[src/rtl/pc_reg_unit.sv]
// pc_reg_unit: program-counter state element for the IF stage of the RV32I core.
// Holds the current fetch PC, loads the next PC chosen by the upstream IF mux,
// and exposes PC+INCR, the previously held PC, a valid flag and a misalignment flag.
// Next-PC selection is not done here; this block is purely a register stage.

module pc_reg_unit #(
  parameter int unsigned           WIDTH        = 32,
  parameter logic [WIDTH-1:0]      RESET_VECTOR = 32'h6000_0000,
  parameter int unsigned           INCR         = 4
) (
  input  logic             clk,
  input  logic             rst,        // asynchronous, active-low
  input  logic             load,
  input  logic [WIDTH-1:0] in,
  output logic [WIDTH-1:0] out,
  output logic [WIDTH-1:0] out_plus4,
  output logic [WIDTH-1:0] prev_out,
  output logic             valid,
  output logic             misaligned
);

  logic [WIDTH-1:0] pc_d,      pc_q;
  logic [WIDTH-1:0] prev_pc_d, prev_pc_q;
  logic             valid_d,   valid_q;

  // Next-state selection: a load captures the new PC and shifts the old one into prev.
  always_comb begin
    // NOTE: every signal written here gets a default first so no path leaves it
    // unassigned; an unassigned path would infer a latch.
    pc_d      = pc_q;
    prev_pc_d = prev_pc_q;
    valid_d   = valid_q;
    // The select is the only thing that gates `in`, so an X on `in` while
    // load is low never reaches the flops.
    if (load) begin
      pc_d      = in;
      prev_pc_d = pc_q;
      valid_d   = 1'b1;
    end
  end

  // State registers; reset forces the fetch address back to the reset vector at once.
  always_ff @(posedge clk or negedge rst) begin
    if (!rst) begin
      pc_q      <= RESET_VECTOR;
      prev_pc_q <= RESET_VECTOR;
      valid_q   <= 1'b0;
    end else begin
      // NOTE: non-blocking assignments so prev_pc_q samples the pre-edge pc_q
      // regardless of statement order.
      pc_q      <= pc_d;
      prev_pc_q <= prev_pc_d;
      valid_q   <= valid_d;
    end
  end

  // Derived outputs depend only on the held PC, so they track reset asynchronously too.
  assign out        = pc_q;
  assign prev_out   = prev_pc_q;
  assign valid      = valid_q;
  assign out_plus4  = pc_q + WIDTH'(INCR);   // wraps modulo 2^WIDTH, no carry out
  assign misaligned = |pc_q[1:0];

endmodule

[config.mk]
export PLATFORM = sky130hd
export DESIGN_NAME = pc_reg_unit
export DESIGN_NICKNAME = d
export VERILOG_FILES = /design/src/rtl/pc_reg_unit.sv
export SDC_FILE = /design/constraint.sdc
export NUM_CORES = 1
export LEC_CHECK = 0
export ABC_AREA = 1
export CAP_MARGIN = 20
export CORE_UTILIZATION = 48
export CTS_BUF_LIST = sky130_fd_sc_hd__clkbuf_4 sky130_fd_sc_hd__clkbuf_8
export CTS_CLUSTER_SIZE = 25
export DETAILED_ROUTE_END_ITERATION = 16
export PLACE_DENSITY = 0.89
export SLEW_MARGIN = 20
export SYNTH_ARGS = -nofsm -noshare
export SYNTH_HDL_FRONTEND = slang
export SYNTH_SLANG_ARGS = --single-unit
[constraint.sdc]
create_clock -name clk -period 1.95 [get_ports clk]
set_input_delay 0.195 -clock clk [delete_from_list [all_inputs] [get_ports clk]]
set_output_delay 0.195 -clock clk [all_outputs]
set_load 0.1 [all_outputs]
==> results of run 1 <==
-- power groups by stage --
| stage | clock (W) | combinational (W) | sequential (W) |
|---|---|---|---|
| 2_1_floorplan | 0 | 0.000827 | 0.00264 |
| 3_3_place_gp | 0 | 0.00252 | 0.00166 |
| 3_5_place_dp | 0 | 0.00255 | 0.00167 |
| 4_1_cts | 0.00133 | 0.00266 | 0.00163 |
| 5_1_grt | 0.00142 | 0.00281 | 0.00166 |
| 6_report | 0.00137 | 0.00275 | 0.00166 |
-- stage by stage --
step / cell area [um^2] / std cells / total power (W)
after floorplan: 3660 / 418 / 0.00347
after global placement: 5230 / 624 / 0.00418
after detailed placement: 5230 / 624 / 0.00422
after CTS: 5870 / 665 / 0.00561
after global routing: 6000 / 669 / 0.00589
final: 6000 / 669 / 0.00578
-- layout make-up --
cell class | count | area, um^2
well taps | 77 | 96.3
clock inverters | 5 | 77.6
fillers | 192 | 382
inverters | 30 | 116
repair buffers | 173 | 1840
flip-flops and latches | 65 | 1670
multi-input cells | 308 | 2050
clock buffers | 11 | 151
-- sequential cells by signal (all words and copies together) (netlist names) --
name	flops
out	32
prev_out	32
valid	1
-- Yosys cell counts, types with 4 or more instances --
cell type  instances
buf_2              4
dfstp_2            4
xor2_1            15
nor2_4             5
nor2_1            30
clkbuf_1           9
o21ai_0           42
nor2_2             4
inv_1             29
nand2_1          189
dfrtp_1           61
nand3_1           14
-- critical path, stage by stage (launching register included) --
cell and delay (ns):
dfrtp_1 0.50, nand2_1 0.17, nor2_2 0.22, nand2_1 0.16, nor2_2 0.30, nand3_2 0.15
nand2_4 0.10, buf_12 0.17
-- layer usage --
layer | share of wire (%) | vias up | GRT usage (%)
met2 | 47 | 448 | 70.2
met1 | 33 | 1915 | 49.5
li1 | - | 1611 | -
met3 | 12 | 151 | 10.2
met4 | 9.1 | 0 | 24.3
met5 | 0 | - | 0
-- cells by family after synthesis --
kind of cell | after synthesis
AND/OR/NAND/NOR | 250
buffers and inverters | 45
flip-flops | 65
XOR/XNOR | 15
AO/OA/AOI/OAI | 42
adder cells (fa/ha/maj) | 1
-- worst max path at each step --
stage	slack, ns	startpoint	depth (start not counted)	to
after global placement	0.09	out[2]	8	out_plus4[30]
after detailed placement	0.02	out[2]	8	out_plus4[30]
final	-0.38	out[22]	7	out_plus4[31]
after global routing	-0.56	out[25]	8	out_plus4[30]
after floorplan	-0.66	out[2]	5	out_plus4[15]
after CTS	-0.15	out[3]	11	out_plus4[31]
-- what timing repair did --
item	4_1_cts	5_1_grt
setup buffers	25	5
hold buffers	1	0
pin swaps	30	18
gates cloned	0	0
endpoints found under the hold margin	12	0
gates resized for setup	47	29
setup endpoints to repair	24	27
==> out/qor.yml, run 1 <==
setup_path:
  path_max_fanout: 5
  worst-setup-path-type: "reg -> out"
  r2r_setup_slack_ns: 0.85
  ff2ff_path_depth: 3
  r2r_start: "out[2]"
  cp_data_arrival_time_ns: 2.13
  endpoint_kind: "output pin"
  worstPathRequired_ns: 1.75
  worstReg2RegEnd: "out[2]"
  setup.worst_path.start_class: "flop"
clocking:
  clock_latency_ns: 0.36
  cts_buffers: 9
  htreeDepth: 3
  cts-root-buf: "clkbuf_8"
  cts_tree: "built"
  clock_sinks: 65
  clk_pin_slew_ns: 0.08
  cts_max_path_buffers: 2
route:
  via_per_inst: 6.17
  drtIter0Drc: 390
  drcViolationCount: 0
  wl_per_cell_um: 24.7
  vias: 4125
  drtPass1Iterations: 6
  ant_nets: 0
  wirelength_mm: 16.5
timing:
  fin_setup_tns_ns: -5.08
  hold_ws_ns: 0.270
  setup_violations: 26
  max-slew-margin-rel_pct: 74.1
  fmax_mhz: 429
  worstMarginPinSlew_ns: 0.385
  setup_slack_ns: -0.380
  period_share_pct: 119
  hold_viol: 0
  skew_ns: 0.00844
  period_needed_ns: 2.33
  rsz0062_at_grt: "yes"
  slew_viol_final: 0
synth:
  synth.yosys.seq_area_share_pct: 51.1
  synth_edf_count: 0
  synth_top_family_by_area: "simple AND/OR/NAND/NOR gates"
  synth_cells: 418
  synth-simple-area-share_pct: 32.2
  synth_fa_ha_area_share_pct: 0.392
  synth_compound_area_share_pct: 6.58
  synth_xor_area_share_pct: 4.11
  muxShareOfSynthArea_pct: 0
  ys_ff_latch: 65
  synth_top_cell_by_area: "dfrtp_1"
  synth.area.top_cells: "dfrtp_1 48%, nand2_1 22%, o21ai_0 6.6%, xor2_1 4.1%, nor2_1 3.5%"
  async_flop_share_pct: 100
  synth_flop_cell: "dfrtp_1"
  synth.distinct_cells: 19
  synth_fp_nets: 454
  synth_top_area_share_pct: 47.8
  yosysWarnings: 0
  synth.avg_cell_area_um2: 7.64
  netlist_area_mm2: 0.00320
place:
  pre_cts_ws_ns: 0.0244
  place.gp.congestion: 0.928
  io_buffers: 132
  dp_hpwl_mm: 7.94
power_and_ir_drop:
  pwr-share-seq_pct: 28.6
  max-vdd-ir-drop_mv: 0.876
  clock_power_share_pct: 23.7
  power_frac_comb_pct: 47.6
  p_leak_nw: 2.77
  power.density_mw_per_mm2: 963
  internal-power_w: 0.00297
  swShare_pct: 48.7
  p_switching_w: 0.00282
floorplan:
  core_area_mm2: 0.00639
  num_rows: 29
  die_h_um: 83.6
  ioPinCount: 133
  start_util_pct: 50.0
  dieArea_mm2: 0.00699
  fp.dieW_um: 83.6
finish:
  finish.utilization_pct: 94.0
  final_nets: 623
  area_delta_synth_final_pct: 87.9
  drive_gt1_share_pct: 47.8
  insertedDiodeCount: 0
  final_common_cell: "nand2_1"
  layout_common_cells: "153 x nand2_1, 95 x buf_4, 42 x o21ai_0"
grt:
  grt_pass1_vias: 4030
  antenna_found_initial: 0
  grt_usage_pct: 42.1
  grt.overflow.total: 0
  grt_max_degree: 37
  grt_pass1_wl_mm: 22.4
hold_path:
  holdPathStages: 3
  hold_path_end: "prev_out[17]"
  hold_start: "load"
  hp-class: "in -> reg"
status:
  violations: "negative setup slack"
  status: "finished with violations"
job:
  maxCapViolations: 0
(Power assumes the default switching activity.)
==> run 2: changes to the inputs <==
Settings changed: PLACE_DENSITY 0.89 to 0.86.
==> run 2 against run 1 <==
- the run still ends with negative setup slack left
- highest routed layer unchanged
- total power shrank 4.3%
- critical path type unchanged
- sequential power is essentially flat
- sequential cell count is the same
- via count shrank 5.7%
- sequential share of layout area grew 0.48 points
- critical path depth grew 2
- global-route usage shrank 9.3 points
- count of clock-buffer cells in the layout shrank 2
- clock skew shrank 0.00062 ns
==> out/qor.yml, run 2 (synthesis gave the netlist of run 1 again) <==
finish:
  stdcell_count: 662  # was 669
  final_area_mm2: 0.00589  # was 0.00600 mm^2
  final_common_cell: "nand2_1"  # unchanged
  layout_common_cells: "153 x nand2_1, 90 x buf_4, 42 x o21ai_0, 42 x dfrtp_1, 34 x buf_12"  # was 153 x nand2_1, 95 x buf_4, 42 x o21ai_0
  area_delta_synth_final_pct: 84.2  # was 87.9%
  drive_gt1_share_pct: 45.5  # was 47.8%
  multiInputGateArea_mm2: 0.00204  # was 0.00205 mm^2
  fillers: 225  # was 192
  regArea_mm2: 0.00166  # was 0.00167 mm^2
  insertedDiodeCount: 0  # unchanged
  final_nets: 616  # was 623
  finish.utilization_pct: 92.2  # was 94.0%
job:
  maxCapViolations: 0  # unchanged
clocking:
  clk_pin_slew_ns: 0.08  # about the same
  cts-root-buf: "clkbuf_8"  # unchanged
  htreeDepth: 3  # unchanged
  clock_sinks: 65  # unchanged
  cts_max_path_buffers: 2  # unchanged
  cts_buffers: 9  # unchanged
  cts_tree: "built"  # unchanged
  clock_latency_ns: 0.36  # about the same
setup_path:
  endpoint_kind: "output pin"  # unchanged
  setup.worst_path.start_class: "flop"  # unchanged
  cp_data_arrival_time_ns: 2.10  # was 2.13 ns
  worst-setup-path-type: "reg -> out"  # unchanged
  worstReg2RegEnd: "prev_out[28]"  # was out[2]
  r2r_setup_slack_ns: 0.84  # was 0.85 ns
  worstPathRequired_ns: 1.75  # about the same
  r2r_start: "out[28]"  # was out[2]
  ff2ff_path_depth: 2  # was 3
  path_max_fanout: 5  # unchanged
place:
  place.gp.congestion: 0.856  # was 0.928
  place_inst: 620  # was 624
  dp_hpwl_mm: 7.21  # was 7.94 mm
  dpl-instance-area_mm2: 0.00520  # was 0.00523 mm^2
  io_buffers: 132  # unchanged
power_and_ir_drop:
  p_leak_nw: 2.72  # was 2.77 nW
  power.density_mw_per_mm2: 941  # was 963 mW/mm^2
  max-vdd-ir-drop_mv: 0.902  # was 0.876 mV
timing:
  slew_viol_final: 0  # unchanged
  setup_violations: 25  # was 26
  rsz0062_at_grt: "yes"  # unchanged
  hold_viol: 0  # unchanged
  period_needed_ns: 2.29  # was 2.33 ns
  fmax_mhz: 436  # was 429 MHz
  skew_ns: 0.00782  # was 0.00844 ns
  period_share_pct: 118  # was 119%
  setup_slack_ns: -0.344  # was -0.380 ns
  worstMarginPinSlew_ns: 0.651  # was 0.385 ns
  max-slew-margin-rel_pct: 56.6  # was 74.1%
route:
  vias: 3888  # was 4125
  drtIter0Drc: 442  # was 390
  drtPass1Iterations: 6  # unchanged
  via_per_inst: 5.87  # was 6.17
  drcViolationCount: 0  # unchanged
  wl_per_cell_um: 21.3  # was 24.7 um
  wirelength_mm: 14.1  # was 16.5 mm
  ant_nets: 0  # unchanged
floorplan:
  core_area_mm2: 0.00639  # unchanged
  num_rows: 29  # unchanged
  die_h_um: 83.6  # unchanged
  ioPinCount: 133  # unchanged
  fp.dieW_um: 83.6  # unchanged
  start_util_pct: 50.0  # unchanged
  dieArea_mm2: 0.00699  # unchanged
grt:
  use_met2_pct: 53.1  # was 70.2%
  grt_max_degree: 66  # was 37
  grt_pass1_vias: 3498  # was 4030
  grt.overflow.total: 0  # unchanged
  busiest_layer: "met2"  # unchanged
  gr-usage-met3_pct: 7.62  # was 10.2%
  grt_pass1_wl_mm: 17.8  # was 22.4 mm
  grt_usage_pct: 32.8  # was 42.1%
  met1_usage_pct: 43.4  # was 49.5%
  antenna_found_initial: 0  # unchanged
status:
  violations: "negative setup slack"  # unchanged
  status: "finished with violations"  # unchanged
hold_path:
  hp-class: "in -> async"  # was in -> reg
-- run 2: cell type report --
cell class,instances,share of cell area (%)
Tap cell,77,1.64
Multi-Input combinational cell,308,34.7
Timing Repair Buffer,166,30.2
Sequential cell,65,28.2
Clock buffer,9,2.10
Clock inverter,7,1.21
Inverter,30,1.98
-- run 2: critical path, stage by stage, from the launching register on --
cell and delay, ns:
dfrtp_4 0.44, buf_6 0.12, nand2_4 0.05, nor2_4 0.19, nand2_4 0.13, nor2_4 0.27
nand2_1 0.16, nand2_2 0.15, nand2_8 0.07, buf_12 0.16
-- run 2: layer usage --
layer / part of all wire, % / vias up
met5: 0 / -
met2: 49 / 339
met1: 36 / 1872
met4: 5.0 / 0
li1: - / 1601
met3: 10 / 76
-- run 2: metrics by stage --
step | setup slack (ns) | hold WS [ns] | TNS [ns] | power [W]
after floorplan | -0.656 | -0.101 | -10.45 | 0.00347
after global placement | 0.0859 | 0.232 | 0 | 0.00418
after detailed placement | 0.00151 | 0.239 | 0 | 0.00421
after CTS | -0.182 | 0.352 | -2.84 | 0.00540
after global routing | -0.379 | 0.383 | -6.08 | 0.00565
final | -0.344 | 0.377 | -4.81 | 0.00554
-- run 2: how the worst max path moves through the flow --
stage / depth (start not counted) / end / from / slack (ns)
after floorplan: 5 / out_plus4[15] / out[2] / -0.66
after global placement: 8 / out_plus4[30] / out[2] / 0.09
final: 9 / out_plus4[27] / out[3] / -0.34
after CTS: 9 / out_plus4[22] / out[2] / -0.18
after detailed placement: 8 / out_plus4[30] / out[2] / 0.002
after global routing: 9 / out_plus4[27] / out[3] / -0.38
-- run 2: power by group --
| group | switching [W] | internal (W) |
|---|---|---|
| sequential | 0.000149 | 0.00150 |
| clock | 0.000598 | 0.000587 |
| combinational | 0.00203 | 0.000677 |
-- run 2: timing repair --
item | CTS | global route
hold endpoints to repair | 61 | 0
resized for setup | 27 | 40
pin swaps | 13 | 19
setup endpoints to repair | 24 | 25
setup buffers | 13 | 13
hold buffers | 1 | 0
